<file path="src/rtl/de2_115_qsys_led_blink_pio.sv">
// Avalon-MM LED output port with atomic set/clear, per-bit blink enable and a
// programmable blink timebase; out_port drives the LED pins directly.
module de2_115_qsys_led_blink_pio #(
  parameter int unsigned           DATA_WIDTH  = 9,
  parameter int unsigned           CNT_WIDTH   = 24,
  parameter logic [DATA_WIDTH-1:0] RESET_VALUE = '0
) (
  input  logic                  clk,
  input  logic                  reset,
  input  logic [2:0]            address,
  input  logic                  chipselect,
  input  logic                  write_n,
  input  logic [31:0]           writedata,
  output logic [31:0]           readdata,
  output logic [DATA_WIDTH-1:0] out_port
);

  localparam logic [2:0] ADDR_DATA   = 3'd0;
  localparam logic [2:0] ADDR_SET    = 3'd1;
  localparam logic [2:0] ADDR_CLEAR  = 3'd2;
  localparam logic [2:0] ADDR_BLINK  = 3'd3;
  localparam logic [2:0] ADDR_PERIOD = 3'd4;
  localparam logic [2:0] ADDR_STATUS = 3'd5;

  localparam logic [CNT_WIDTH-1:0]  CNT_ZERO  = '0;
  localparam logic [CNT_WIDTH-1:0]  CNT_ONE   = CNT_WIDTH'(1'b1);
  localparam logic [DATA_WIDTH-1:0] DATA_ZERO = '0;

  logic                  data_r;
  logic [DATA_WIDTH-1:0] data_q_r;
  logic [DATA_WIDTH-1:0] blink_r;
  logic [CNT_WIDTH-1:0]  period_r;
  logic [CNT_WIDTH-1:0]  cnt_r;
  logic                  phase_r;
  logic [DATA_WIDTH-1:0] out_r;

  logic [DATA_WIDTH-1:0] data_s;
  logic [DATA_WIDTH-1:0] blink_s;
  logic [CNT_WIDTH-1:0]  period_s;
  logic [CNT_WIDTH-1:0]  cnt_s;
  logic                  phase_s;
  logic                  wr_s;
  logic [DATA_WIDTH-1:0] wdata_s;
  logic [CNT_WIDTH-1:0]  wperiod_s;
  logic                  unused_wdata_s;

  assign wr_s           = chipselect & ~write_n;
  assign wdata_s        = writedata[DATA_WIDTH-1:0];
  assign wperiod_s      = writedata[CNT_WIDTH-1:0];
  assign unused_wdata_s = ^writedata;
  assign data_r         = 1'b0;

  // Next-state: free-running timebase first, then a bus write may override it.
  always_comb begin
    data_s   = data_q_r;
    blink_s  = blink_r;
    period_s = period_r;
    cnt_s    = cnt_r;
    phase_s  = phase_r;

    if (period_r == CNT_ZERO) begin
      cnt_s   = CNT_ZERO;
      phase_s = 1'b0;
    end else if (cnt_r == period_r) begin
      cnt_s   = CNT_ZERO;
      phase_s = ~phase_r;
    end else begin
      cnt_s   = cnt_r + CNT_ONE;
      phase_s = phase_r;
    end

    if (wr_s) begin
      case (address)
        ADDR_DATA:   data_s  = wdata_s;
        ADDR_SET:    data_s  = data_q_r | wdata_s;
        ADDR_CLEAR:  data_s  = data_q_r & ~wdata_s;
        ADDR_BLINK:  blink_s = wdata_s;
        ADDR_PERIOD: begin
          // A new period restarts the timebase so a stale count never glitches.
          period_s = wperiod_s;
          cnt_s    = CNT_ZERO;
          phase_s  = 1'b0;
        end
        default: begin
          data_s = data_q_r;
        end
      endcase
    end else begin
      data_s = data_q_r;
    end
  end

  // State registers; out_port is registered from the next-state values so it
  // always equals data ^ (blink & phase) of the current register contents.
  always_ff @(posedge clk or posedge reset) begin
    if (reset) begin
      data_q_r <= RESET_VALUE;
      blink_r  <= DATA_ZERO;
      period_r <= CNT_ZERO;
      cnt_r    <= CNT_ZERO;
      phase_r  <= 1'b0;
      out_r    <= RESET_VALUE;
    end else begin
      data_q_r <= data_s;
      blink_r  <= blink_s;
      period_r <= period_s;
      cnt_r    <= cnt_s;
      phase_r  <= phase_s;
      out_r    <= data_s ^ (blink_s & {DATA_WIDTH{phase_s}});
    end
  end

  assign out_port = out_r ^ {DATA_WIDTH{data_r}};

  // Zero-wait read mux; reads have no side effects and ignore chipselect.
  always_comb begin
    readdata = 32'd0;
    case (address)
      ADDR_DATA:   readdata[DATA_WIDTH-1:0] = data_q_r;
      ADDR_BLINK:  readdata[DATA_WIDTH-1:0] = blink_r;
      ADDR_PERIOD: readdata[CNT_WIDTH-1:0]  = period_r;
      ADDR_STATUS: readdata[0]              = phase_r;
      default:     readdata                 = 32'd0;
    endcase
  end

endmodule
</file>
<file path="config.mk">
export PLATFORM = sky130hd
export DESIGN_NAME = de2_115_qsys_led_blink_pio
export DESIGN_NICKNAME = d
export VERILOG_FILES = /design/src/rtl/de2_115_qsys_led_blink_pio.sv
export SDC_FILE = /design/constraint.sdc
export NUM_CORES = 1
export LEC_CHECK = 0
export BUFFER_PORTS_ARGS = -buffer_cell sky130_fd_sc_hd__buf_2
export CORE_MARGIN = 4
export CORE_UTILIZATION = 30
export CTS_CLUSTER_SIZE = 16
export DETAILED_ROUTE_END_ITERATION = 10
export HOLD_SLACK_MARGIN = 0.15
export MAX_ROUTING_LAYER = met4
export SLEW_MARGIN = 20
export SYNTH_ARGS = -nofsm -noshare
export SYNTH_HDL_FRONTEND = slang
export SYNTH_SLANG_ARGS = --single-unit
export TNS_END_PERCENT = 20
</file>
<file path="constraint.sdc">
create_clock -name clk -period 3 [get_ports clk]
set_clock_uncertainty 0.15 [all_clocks]
set_input_delay 0.15 -clock clk [delete_from_list [all_inputs] [get_ports clk]]
set_output_delay 0.15 -clock clk [all_outputs]
set_load 0.05 [all_outputs]
</file>
==> flow_summary.yaml, run 1 <==
cts:
  path_clk_slew_ns: 0.06
  clkLatencyLatePin_ns: 0.34
  tritoncts: "built"
  post_cts_buffers: 0
  htreeDepth: 3
  cts-hold-fix-buffers: 25
  cts_buffer_depth: 2
  cts_resized: 0
  clock-sinks: 76
  cts_buffers: 9
  cts_root_buffer: "clkbuf_16"
setup_path:
  cp_num_buf_inv: 0
  crit_chain: "xor2_1 -> nor4_1 -> nand4_2 -> nor2_8 -> mux2i_1 -> xor2_1"
  crit_path_start_kind: "flip-flop"
  crit_path_max_incr_delay_ns: 0.44
  worstSetupPathType: "flip-flop to flip-flop"
  path_max_fanout: 10
  critPathMostFrequentCell: "xor2_1"
  critPathSlowestCell: "dfrtp_1"
  critical-path-top-delay-family: "simple AND/OR/NAND/NOR gates"
  arrival_ns: 2.37
  critPathRequiredTime_ns: 3.10
  r2r_slack_ns: 0.73
  worstSetupEndpointType: "flip-flop"
yosys:
  ys_seq_area_share_pct: 46.1
  synth_top_area_share_pct: 46.1
  synth_edf_count: 0
  syn_area_um2: 4130
  postSynthCellCount: 427
  synth_top_cell_by_area: "dfrtp_1"
  synth-main-ff-cell: "dfrtp_1"
  synth.avg_cell_area_um2: 9.67
  async_reset_ff_share_pct: 100
  synthDistinctLibCells: 44
  yosys_register_bits: 76
  synthTopCellsByArea: "dfrtp_1 (46%), xor2_1 (9.8%), nand2_1 (8.3%)"
  yosys_warnings: 0
detailed_routing:
  vias_per_cell: 4.84
  wirelength_um: 10800
  routedWlPerCell_um: 15.6
  dr.first_iter.drc_count: 191
  dr_total_vias: 3367
  dr.pass1.iters: 4
  detail-route-antenna-nets: 0
  drcViolationCount: 0
sta:
  final.setup.tns_ns: 0
  drv_slew: 0
  whs_ns: 0.183
  rsz0062_at_grt: "no"
  hold_viol: 0
  fin_ws_ns: 0.728
  slew_headroom_pct: 35.4
  max_freq_ghz: 0.440
  period_share_pct: 75.7
  setup_viol: 0
  worst-slew-pin-transition_ns: 0.966
  min_period_ns: 2.27
floorplan:
  dieArea_um2: 15700
  ios: 80
  core.rowCount: 42
  start_util_pct: 30.9
  fp.dieH_um: 125
  chipWidth_um: 125
  core_um2: 13300
placement:
  hpwl_um: 7560
  gp_congestion: 0.860
  postPlaceCellArea_um2: 4590
  dpl.cell_count: 655
  dp_slack_ns: 0.735
  portBuffers: 63
worst_hold_path:
  hp-class: "input port to flip-flop"
grt:
  grt_max_degree: 36
  grt.overflow.total: 0
  grt_pass1_wl_um: 17900
  grt_antenna_before_repair: 0
  grt_pass1_vias: 3443
  grt_util_all_layers_pct: 14.5
run_status:
  status: "finished clean"
job:
  cap_violations: 0
power:
  ir_drop_mv: 0.383
  power.leakage_nw: 2.65
  power-per-cell-area_nw_per_um2: 675
  finalPower_mw: 3.49
layout:
  diodes: 0
  final_common_cell: "nand2_1"
  final_cell_mix: "nand2_1 (91), dfrtp_1 (76), buf_2 (63)"
  drive_gt1_share_pct: 21.2
  syn2layout_area_growth_pct: 25.1
  final_cells: 696
  final_util_pct: 38.7
  nets: 555
  finish.instance_area_um2: 5170
==> cell families after synthesis <==
| family | Yosys count | synth area share, % |
|---|---|---|
| compound gates | 34 | 5.12 |
| xor+xnor | 54 | 11.5 |
| fa+ha+maj | 1 | 0.303 |
| buf+inv | 35 | 4.82 |
| flops | 76 | 46.1 |
| mux | 27 | 7.67 |
| other cells | 1 | 0.0908 |
| simple gates | 199 | 24.5 |
==> power by group <==
group,leakage (nW),internal (mW),switching (mW)
Sequential,0.976,1.23,0.218
Clock,0.158,0.733,0.411
Combinational,1.52,0.336,0.561
==> routing by layer <==
metal	track usage [%]	up-vias	wire (um)
li1	-	1605	-
met1	18.9	1669	4860
met2	23.0	81	5410
met3	2.90	12	436
met4	3.83	0	139
met5	-	-	0
==> synthesized netlist by cell type, drive strengths merged, types with 3 or more instances <==
cell type and number:
nand3b 9, o21ai 21, buf 17, mux2i 17, or3 3, nor4 13
mux2 10, nand3 15, xnor2 8, nand4 8, and3 16, nand2 91
nor3 5, dfrtp 76, nor2 29, inv 7, a22o 9, clkbuf 11
xor2 46
==> layout make-up <==
type                    instances  area (um2)
clock buffers                  13         280
flip-flops and latches         76        1900
well taps                     176         220
inverters                       7        26.3
clock inverters                 3        42.5
multi-input cells             323        2050
fillers                      1375        8180
repair buffers                 98         641
==> final timing paths <==
kind                                   from           to  cells past startpoint
worst max-delay path            period_r[0]  out_port[6]                      6
worst min-delay path             address[0]  data_q_r[1]                      4
max in group asynchronous             reset     cnt_r[9]                      4
worst min register to register   blink_r[2]   blink_r[2]                      1
min in group asynchronous             reset    cnt_r[20]                      3
worst max register to register  period_r[0]  out_port[6]                      6
==> flip-flops by register name (all words and copies together), names as in the netlist <==
register,flops
blink_r,9
cnt_r,24
data_q_r,9
out_port,9
period_r,24
phase_r,1
==> worst register-to-register path: stages (launching register included) <==
cell     delay, ns
dfrtp_1       0.44
xor2_1        0.20
nor4_1        0.35
nand4_2       0.25
nor2_8        0.34
mux2i_1       0.26
xor2_1        0.19
(Power assumes the default switching activity.)
==> run 2: changes to the inputs <==
clock period = 1.95 ns   (was 3 ns; I/O delays follow)
==> run 2 against run 1 <==
Compared with the run above: clock power up 36%; sequential cell count stayed put; critical path depth rose by 1; non-clock buffer count up 66; wire length rose by 6.5%; first-iteration DRC count fell by 4.2%; sequential power is 46% higher; sequential share of layout area shrank 3.7 points; worst setup slack worse by 0.86 ns; power increased by 59%; the run now ends with setup timing left; fmax grew 9.1%; register-to-register slack lost 0.86 ns; critical endpoint is now out_port[4].
==> flow_summary.yaml, run 2 (same netlist as run 1, synthesis figures left out) <==
run_status:
  status: "finished with violations"
  failed_checks: "setup timing"
detailed_routing:
  drcViolationCount: 0
  vias_per_cell: 4.67
  wirelength_um: 11600
  detail-route-antenna-nets: 0
  dr.first_iter.drc_count: 183
  dr.pass1.iters: 4
  routedWlPerCell_um: 15.2
  dr_total_vias: 3551
grt:
  grt.overflow.total: 0
  grt_util_all_layers_pct: 15.7
  grt_pass1_vias: 3806
  grt_antenna_before_repair: 0
  grt_max_degree: 32
  grt_pass1_wl_um: 19500
sta:
  period_share_pct: 107
  worst-slew-pin-transition_ns: 0.723
  rsz0062_at_grt: "yes"
  hold_viol: 0
  max_freq_ghz: 0.480
  whs_ns: 0.222
  min_period_ns: 2.08
  fin_ws_ns: -0.132
  slew_headroom_pct: 51.7
  setup_viol: 34
  drv_slew: 0
floorplan:
  dieArea_um2: 15700
  start_util_pct: 30.9
  core_um2: 13300
  chipWidth_um: 125
  ios: 80
  fp.dieH_um: 125
  core.rowCount: 42
setup_path:
  path_max_fanout: 6
  arrival_ns: 2.19
  critPathSlowestCell: "dfrtp_1"
  regToRegStartpoint: "period_r[6]"
  startpoint: "period_r[6]"
  crit_path_max_incr_delay_ns: 0.41
  critPathMostFrequentCell: "xor2_1"
  critPathRequiredTime_ns: 2.06
  cp_num_buf_inv: 1
  worstSetupPathType: "flip-flop to flip-flop"
  crit_chain: "xor2_1 -> nor4_2 -> nand4_4 -> nor2_8 -> buf_12 -> mux2i_1 -> xor2_1"
  worstSetupEndpointType: "flip-flop"
  crit_path_start_kind: "flip-flop"
  critical-path-top-delay-family: "simple AND/OR/NAND/NOR gates"
layout:
  nets: 621
  drive_gt1_share_pct: 31.5
  final_common_cell: "nand2_1"
  diodes: 0
  register_area_um2: 1900
  num-fill-cells: 1290
  final_cell_mix: "nand2_1 (91), dfrtp_1 (75), buf_4 (71)"
  final_cells: 761
  multi_input_area_um2: 2140
  syn2layout_area_growth_pct: 39.3
  top_regs: "cnt_r: 24 flops, period_r: 24 flops"
cts:
  cts_buffers: 9
  path_clk_slew_ns: 0.06
  clkLatencyLatePin_ns: 0.34
  tritoncts: "built"
  htreeDepth: 3
  clock-sinks: 76
  cts_root_buffer: "clkbuf_16"
  cts_buffer_depth: 2
placement:
  hpwl_um: 8370
  portBuffers: 63
  gp_congestion: 0.874
  dpl.cell_count: 716
worst_hold_path:
  hp-class: "input port to flip-flop"
  hold_path.startpoint: "address[2]"
power:
  power.leakage_nw: 2.99
  power-per-cell-area_nw_per_um2: 965
  ir_drop_mv: 0.517
job:
  cap_violations: 0
## run 2: layout make-up
| type | instances | area share (%) |
|---|---|---|
| clock buffers | 12 | 4.29 |
| clock inverters | 3 | 0.413 |
| inverters | 7 | 0.522 |
| multi-input cells | 323 | 37.2 |
| flip-flops and latches | 76 | 33.1 |
| well taps | 176 | 3.83 |
| repair buffers | 164 | 20.7 |
## run 2: layer usage
metal  global-route usage (%)  wire, um  vias to the layer above
met1                     20.3      5230                     1709
met2                     25.1      5610                       87
met4                     6.44       273                        0
met5                        -         0                        -
met3                     1.88       433                       24
li1                         -         -                     1731
## run 2: path summary, 6_finish.rpt
check / end / slack, ns / cells after the start
worst min-delay path: data_q_r[4] / 0.22 / 5
worst min register to register: blink_r[1] / 0.39 / 1
max in group asynchronous: period_r[1] / 0.74 / 4
worst max register to register: out_port[4] / -0.13 / 7
min in group asynchronous: period_r[17] / 0.28 / 3
worst max-delay path: out_port[4] / -0.13 / 7
## run 2: per-stage QoR
step / util [%] / setup TNS (ns) / total power [mW] / instance area, um2 / setup slack [ns]
detailed placement: 38.2 / -5.49 / 3.90 / 5090 / -0.335
global route: 43.1 / -6.26 / 5.86 / 5750 / -0.264
global placement: 38.2 / -4.84 / 3.87 / 5090 / -0.269
finish: 43.1 / -2.33 / 5.55 / 5750 / -0.132
floorplan: - / -0.691 / 3.25 / 4160 / -0.129
CTS: 42.6 / -3.51 / 5.55 / 5690 / -0.152
## run 2: timing repair
item / CTS / global route
gates cloned: 0 / 0
hold buffers: 25 / 0
hold endpoints to repair: 79 / 0
pin swaps: 11 / 6
resized for setup: 5 / 10
endpoints found under the setup margin: 34 / 34
setup buffers: 4 / 1
## run 2: where the power goes
part	switching [mW]	leakage [nW]	total, mW	internal (mW)
sequential	0.228	0.974	2.12	1.89
combinational	1.10	1.89	1.88	0.782
clock	0.654	0.125	1.55	0.892
total	1.98	2.99	5.55	3.57
## run 2: worst reg2reg max path, delay by kind of cell (launching register included)
family / cells / cell delay [ns]
xor+xnor: 2 / 0.38
buf+inv: 1 / 0.14
mux: 1 / 0.22
flops: 1 / 0.41
simple gates: 3 / 0.72
==> run 3: changes to the inputs <==
CELL_PAD_IN_SITES_DETAIL_PLACEMENT = 1   (was not set)
CELL_PAD_IN_SITES_GLOBAL_PLACEMENT = 2   (was not set)
PLACE_DENSITY_LB_ADDON = 0.1   (was not set)
==> run 3 against run 2 <==
Compared with the run above: the flow still finishes with violations (setup timing); sequential cell count is the same; sequential power is essentially flat; via count shrank 0.17%; sequential share of layout area shrank 0.66 points; critical path type unchanged; largest cell class unchanged.
==> flow_summary.yaml, run 3 (same netlist as run 1, synthesis figures left out) <==
detailed_routing:
  dr.first_iter.drc_count: 71
  vias_per_cell: 4.63
  dr.pass1.iters: 6
  detail-route-antenna-nets: 0
  dr_total_vias: 3545
  routedWlPerCell_um: 17.5
  drcViolationCount: 0
  wirelength_um: 13400
floorplan:
  core.rowCount: 42
  fp.dieH_um: 125
  start_util_pct: 30.9
  chipWidth_um: 125
  core_um2: 13300
  dieArea_um2: 15700
  ios: 80
setup_path:
  path_max_fanout: 8
  critPathSlowestCell: "dfrtp_1"
  arrival_ns: 2.24
  crit_path_max_incr_delay_ns: 0.40
  worstSetupEndpointType: "flip-flop"
  crit_chain: "xor2_1 -> nor4_1 -> buf_4 -> nand4_4 -> nor2_8 -> buf_12 -> mux2i_2 -> xor2_1"
  critPathMostFrequentCell: "xor2_1"
  worstSetupPathType: "flip-flop to flip-flop"
  critPathRequiredTime_ns: 2.06
  crit_path_start_kind: "flip-flop"
layout:
  final_common_cell: "nand2_1"
  drive_gt1_share_pct: 32.4
  finish.instance_area_um2: 5870
  final_cell_mix: "nand2_1 (90), dfrtp_1 (76), buf_4 (67)"
  diodes: 0
  top_regs: "cnt_r: 24 flops, period_r: 24 flops"
  syn2layout_area_growth_pct: 42.1
  nets: 624
placement:
  portBuffers: 63
  hpwl_um: 9620
  dp_slack_ns: -0.249
  gp_congestion: 0.788
  postPlaceCellArea_um2: 5150
power:
  power_frac_seq_pct: 36.4
  power.leakage_nw: 3.05
  p_switching_mw: 2.05
  power_frac_clock_pct: 29.7
  ir_drop_mv: 0.399
  swShare_pct: 35.4
  p_comb_share_pct: 33.9
  power-per-cell-area_nw_per_um2: 989
  internal_power_mw: 3.75
sta:
  hold_viol: 0
  worst-slew-pin-transition_ns: 0.509
  final.setup.tns_ns: -3.53
  min_period_ns: 2.13
  slew_headroom_pct: 65.8
  drv_slew: 0
  setup_viol: 34
  period_share_pct: 109
  max_freq_ghz: 0.471
  rsz0062_at_grt: "yes"
  fin_ws_ns: -0.175
  whs_ns: 0.261
cts:
  cts_root_buffer: "clkbuf_16"
  path_clk_slew_ns: 0.06
  htreeDepth: 3
  tritoncts: "built"
  clock-sinks: 76
  cts_buffer_depth: 2
  clkLatencyLatePin_ns: 0.34
  cts_buffers: 9
grt:
  grt_util_all_layers_pct: 18.6
  grt_pass1_vias: 4020
  grt.overflow.total: 0
  grt_pass1_wl_um: 22200
  grt_antenna_before_repair: 0
  grt_max_degree: 77
worst_hold_path:
  hp-class: "input port to async pin"
run_status:
  failed_checks: "setup timing"
  status: "finished with violations"
job:
  cap_violations: 0
-- run 3: changes by cell type in the layout (fill, tap and decap cells not counted), moves of 2 or more --
cell / previous run / this run
buf_6: 1 / 6
buf_4: 71 / 67
clkbuf_1: 2 / 0
nor4_2: 7 / 5
clkinv_2: 0 / 4
clkinvlp_4: 3 / 1
-- run 3: worst max-delay path: cells and delay by family (launching register included) --
| family | cells | cell delay, ns |
|---|---|---|
| AND/OR/NAND/NOR | 3 | 0.58 |
| flip-flops | 1 | 0.40 |
| XOR/XNOR | 2 | 0.35 |
| buffers and inverters | 2 | 0.33 |
| multiplexers | 1 | 0.23 |
-- run 3: through the flow --
step / total power [mW] / cells / utilization [%]
2_1_floorplan: 3.25 / 434 / -
5_1_grt: 6.16 / 765 / 43.9
3_3_place_gp: 3.91 / 721 / 38.6
4_1_cts: 5.87 / 764 / 43.7
6_report: 5.80 / 765 / 43.9
3_5_place_dp: 3.95 / 721 / 38.6
-- run 3: repair_timing --
item	4_1_cts	5_1_grt
setup endpoints to repair	34	34
hold endpoints to repair	127	0
gates cloned	1	0
hold buffers	26	0
resized for setup	20	7
pin swaps	6	8
buffers inserted	0	1
-- run 3: per-layer routing --
metal / global-route usage (%) / vias to the layer above / routed length (um)
met5: - / - / 0
met4: 4.78 / 0 / 157
met3: 3.20 / 11 / 272
met2: 30.0 / 40 / 6610
met1: 24.3 / 1757 / 6370
li1: - / 1737 / -
-- run 3: power by group through the flow --
stage | sequential (mW) | combinational, mW | clock (mW)
after floorplan | 2.32 | 0.925 | 0
after global placement | 2.13 | 1.79 | 0
after detailed placement | 2.13 | 1.82 | 0
after CTS | 2.11 | 1.97 | 1.78
after global routing | 2.16 | 2.16 | 1.85
final | 2.11 | 1.97 | 1.73
-- run 3: worst paths after layout --
path / startpoint / to / slack (ns) / cells after the start
worst max register to register: period_r[16] / out_port[2] / -0.18 / 8
worst min register to register: blink_r[5] / blink_r[5] / 0.38 / 1
worst min-delay path: reset / out_port[4] / 0.26 / 4
worst max-delay path: period_r[16] / out_port[2] / -0.18 / 8
max in group asynchronous: reset / period_r[8] / 1.04 / 4
min in group clk: address[0] / data_q_r[4] / 0.26 / 5
-- run 3: final cells by class --
type,count,area [um2]
Tap cell,176,220
Clock inverter,5,50.0
Multi-Input combinational cell,323,2160
Inverter,7,30.0
Fill cell,1563,7480
Timing Repair Buffer,167,1250
Clock buffer,11,253
Sequential cell,76,1900
